--- src/rtl/intpol2_d4_out_fifo.sv ---
// Output FIFO behind the intpol2_D4 controlpath: a synchronous buffer with a registered
// read port, occupancy flags, an almost-full stall flag and sticky overflow/underflow flags.
module intpol2_d4_out_fifo #(
  parameter int DATA_WIDTH   = 32,
  parameter int ADDR_WIDTH   = 4,
  parameter int AFULL_MARGIN = 2
) (
  input  logic                  clk,
  input  logic                  rstn,
  input  logic                  clear,
  input  logic                  wr_en,
  input  logic [DATA_WIDTH-1:0] din,
  input  logic                  rd_en,
  output logic [DATA_WIDTH-1:0] dout,
  output logic                  dout_valid,
  output logic                  Empty,
  output logic                  Full,
  output logic                  Afull,
  output logic [ADDR_WIDTH:0]   count,
  output logic                  ovf,
  output logic                  udf
);

  localparam int DEPTH = 2 ** ADDR_WIDTH;
  localparam logic [ADDR_WIDTH:0] DEPTH_LVL = (ADDR_WIDTH + 1)'(DEPTH);
  localparam logic [ADDR_WIDTH:0] AFULL_LVL = (ADDR_WIDTH + 1)'(DEPTH - AFULL_MARGIN);

  logic [DATA_WIDTH-1:0] mem [DEPTH];
  logic [ADDR_WIDTH-1:0] wr_ptr;
  logic [ADDR_WIDTH-1:0] rd_ptr;
  logic                  do_wr;
  logic                  do_rd;

  // Flags come from the registered count only, never from wr_en/rd_en.
  assign Empty = (count == '0);
  assign Full  = (count == DEPTH_LVL);
  assign Afull = (count >= AFULL_LVL);

  // A full FIFO still accepts a write when a read frees a slot on the same edge.
  assign do_wr = wr_en & (~Full | rd_en);
  assign do_rd = rd_en & ~Empty;

  always_ff @(posedge clk) begin
    if (rstn && !clear && do_wr) begin
      mem[wr_ptr] <= din;
    end
  end

  always_ff @(posedge clk or negedge rstn) begin
    if (!rstn) begin
      wr_ptr     <= '0;
      rd_ptr     <= '0;
      count      <= '0;
      dout       <= '0;
      dout_valid <= 1'b0;
      ovf        <= 1'b0;
      udf        <= 1'b0;
    end else if (clear) begin
      wr_ptr     <= '0;
      rd_ptr     <= '0;
      count      <= '0;
      dout       <= '0;
      dout_valid <= 1'b0;
      ovf        <= 1'b0;
      udf        <= 1'b0;
    end else begin
      if (do_wr) begin
        wr_ptr <= wr_ptr + 1'b1;
      end
      if (do_rd) begin
        rd_ptr <= rd_ptr + 1'b1;
        dout   <= mem[rd_ptr];
      end
      dout_valid <= do_rd;
      case ({do_wr, do_rd})
        2'b10:   count <= count + 1'b1;
        2'b01:   count <= count - 1'b1;
        default: count <= count;
      endcase
      if (wr_en && Full && !rd_en) begin
        ovf <= 1'b1;
      end
      if (rd_en && Empty) begin
        udf <= 1'b1;
      end
    end
  end

endmodule
--- config.mk ---
export PLATFORM = sky130hd
export DESIGN_NAME = intpol2_d4_out_fifo
export DESIGN_NICKNAME = d
export VERILOG_FILES = /design/src/rtl/intpol2_d4_out_fifo.sv
export SDC_FILE = /design/constraint.sdc
export NUM_CORES = 1
export LEC_CHECK = 0
export BUFFER_PORTS_ARGS = -buffer_cell sky130_fd_sc_hd__buf_4
export CAP_MARGIN = 20
export CORE_AREA = 3 3 254 355
export DETAILED_ROUTE_END_ITERATION = 10
export DIE_AREA = 0 0 257 358
export GPL_ROUTABILITY_DRIVEN = 0
export PLACE_DENSITY = 0.51
export SYNTH_ARGS = -nofsm -noshare
export SYNTH_HDL_FRONTEND = slang
export SYNTH_SLANG_ARGS = --single-unit
--- constraint.sdc ---
create_clock -name clk -period 8.1 [get_ports clk]
set_input_delay 1.62 -clock clk [delete_from_list [all_inputs] [get_ports clk]]
set_output_delay 1.62 -clock clk [all_outputs]
set_load 0.005 [all_outputs]
==> impl_metrics.yaml <==
sta:
  skew_ns: 0.0292
  report.final.setup_viol: 0
  worst_pin_slew_ns: 0.931
  finalSetupTns_ns: 0
  finalHoldViolations: 0
  relSlewSlack: 0.379
  rsz0062_at_grt: "false"
  fin_crit_ns: 3.71
  fmax_mhz: 269
  drv_slew: 0
  fin_crit_sh: 0.459
power_and_ir_drop:
  power_switching_w: 0.00168
  leakage_nw: 7.92
  pwr-share-seq: 0.501
  power_w: 0.00676
  switching_share: 0.249
  internal_power_w: 0.00508
  irDropWorstVdd_mv: 0.152
  comb_power_share: 0.148
  power_density_mw_per_mm2: 267
  pwr-share-clk: 0.351
global_route:
  gr-total-overflow: 0
  grt_pass1_wl_mm: 75.4
  grt_pass1_vias: 10700
  grtUsageTotal: 0.111
  grt_max_degree: 60
  antenna_found_initial: 3
clock_network:
  cts_hold_buf: 0
  h-tree-depth: 2
  cts_buffer_depth: 3
  cts_buffers: 51
  post_cts_resized: 0
  cts_root_buffer: "clkbuf_16"
  post_cts_buffers: 0
  clkSinkCount: 560
  clkLatencyLatePin_ns: 0.58
  cts_tree: "built"
  path_clk_slew_ns: 0.07
synth:
  synth.distinct_cells: 50
  synth.area.top_cells: "edfxtp_1 (71%), mux4_2 (13%), dfrtp_1 (5.5%)"
  syn_avg_cell_area_um2: 21.4
  ys_warn_count: 0
  syn-num-nets: 1060
  synth-edff-count: 512
  syn_inst: 1016
  ys_seq_area_frac: 0.762
  syn_area_mm2: 0.0217
  synth_seq_cells: 560
  synthFlopType: "edfxtp_1"
  synth_area_leader_cell: "edfxtp_1"
  yosysTopAreaCellShare: 0.707
  synthArstFlopShare: 0.0857
cells_and_area:
  nets: 1157
  drive_gt1_frac: 0.316
  area_growth_syn_to_layout_pct: 16.6
  mostFrequentLayoutCells: "edfxtp_1 (512), mux4_2 (128), buf_4 (102), clkbuf_16 (52), dfrtp_1 (45)"
  nFillCells: 8500
  final_common_cell: "edfxtp_1"
floorplan:
  die_h_um: 358
  die_area_mm2: 0.0920
  row_count: 128
  die_w_um: 257
  ioPinCount: 80
  initial_core_util: 0.249
  design.core.area_mm2: 0.0873
critical_path:
  cp.arrival_ns: 2.09
  crit_required_ns: 6.48
  critical_path.startpoint_type: "flip-flop"
  cp-end-kind: "output pin"
  worstSetupPathType: "flip-flop to output pin"
  critPathMaxFanout: 15
drt:
  vias: 10100
  wl_mm: 51.3
  vias_per_cell: 4.36
  drc: 0
  dr.pass1.iters: 5
  final_antenna_net_count: 0
  post_drt_wl_per_cell_um: 22.1
  dr.first_iter.drc_count: 713
place:
  port_buffers: 79
  hpwl_mm: 30.5
run_status:
  status: "finished clean"
min_path:
  hp-class: "flip-flop to flip-flop"
flow_run:
  cap_violations: 0
[cell usage after synthesis (2+ instances only)]
cell / count
a21oi_1: 38
a221o_1: 32
a311oi_1: 2
buf_1: 10
buf_12: 3
buf_2: 9
buf_4: 2
buf_6: 17
clkbuf_1: 19
dfrtp_1: 48
edfxtp_1: 512
ha_1: 7
inv_1: 4
mux2_2: 32
mux2i_1: 2
mux4_2: 128
nand2_1: 39
nand2b_1: 35
nand3_1: 3
nor2_1: 27
nor2b_1: 2
nor3_1: 8
o211ai_1: 3
o21a_1: 2
o21ai_0: 3
xnor2_1: 2
xor2_1: 4
[power by group through the flow]
stage,Clock [W],Combinational [W],Sequential (W)
2_1_floorplan,0,0.000760,0.00334
3_3_place_gp,0,0.00102,0.00345
3_5_place_dp,0,0.00103,0.00345
4_1_cts,0.00244,0.00103,0.00340
5_1_grt,0.00255,0.00109,0.00340
6_report,0.00238,0.00100,0.00339
[cell families (layout without fill, tap and decap cells)]
logic type,Yosys count,count (layout),synth area share
AO/OA/AOI/OAI,93,93,0.0331
XOR/XNOR,6,6,0.00242
adder cells (fa/ha/maj),7,7,0.00403
buffers and inverters,65,203,0.0202
flip-flops,560,560,0.762
multiplexers,163,163,0.151
other,0,1,0
AND/OR/NAND/NOR,122,122,0.0275
[registers in the layout, summed over array words and instances, names as in the netlist]
name and count:
dout 32, dout_valid 1, ovf 1, rd_ptr 4, count 5, udf 1, wr_ptr 4, mem 512
[metal layers]
layer  track usage  vias up  share of wire
li1              -     4381              -
met1         0.139     5487           0.41
met2         0.200      223           0.53
met3        0.0182       52          0.047
met4        0.0247        4          0.016
met5             0        -        0.00053
[critical path, cell delays in order, from the launching register on]
cell	delay, ns
dfrtp_1	0.49
or4_4	0.71
nor2_1	0.17
buf_4	0.14
[final timing paths]
| check | from | cells after the start | slack (ns) | endpoint |
|---|---|---|---|---|
| worst max register to register | rd_ptr[1] | 6 | 4.65 | dout[23] |
| min in group asynchronous | rstn | 1 | 0.97 | dout[22] |
| worst min register to register | dout[13] | 1 | 0.52 | dout[13] |
| worst max-delay path | count[1] | 3 | 4.39 | Empty |
| worst min-delay path | dout[13] | 1 | 0.52 | dout[13] |
| max in group asynchronous | rstn | 2 | 6.25 | rd_ptr[1] |
[through the flow]
step / util / hold slack, ns / worst slack, ns / instance area (um^2) / std cells
after detailed placement: 0.272 / 0.502 / 4.36 / 23700 / 2230
after CTS: 0.291 / 0.524 / 4.35 / 25400 / 2324
after global routing: 0.291 / 0.543 / 4.28 / 25400 / 2324
after global placement: 0.271 / 0.496 / 4.06 / 23700 / 2228
final: 0.291 / 0.523 / 4.39 / 25400 / 2325
after floorplan: - / 0.486 / 3.10 / 21700 / 1016
[area by class of cell]
type / count / area (um^2) / area share
Clock buffer: 76 / 1460 / 0.0576
Inverter: 5 / 18.8 / 0.000740
Timing Repair Buffer: 104 / 806 / 0.0318
Antenna cell: 1 / 2.50 / 0.0000986
Clock inverter: 18 / 178 / 0.00700
Sequential cell: 560 / 16600 / 0.654
Tap cell: 1170 / 1460 / 0.0577
Multi-Input combinational cell: 391 / 4850 / 0.191
Note: power is estimated with default switching activity, not from simulation.
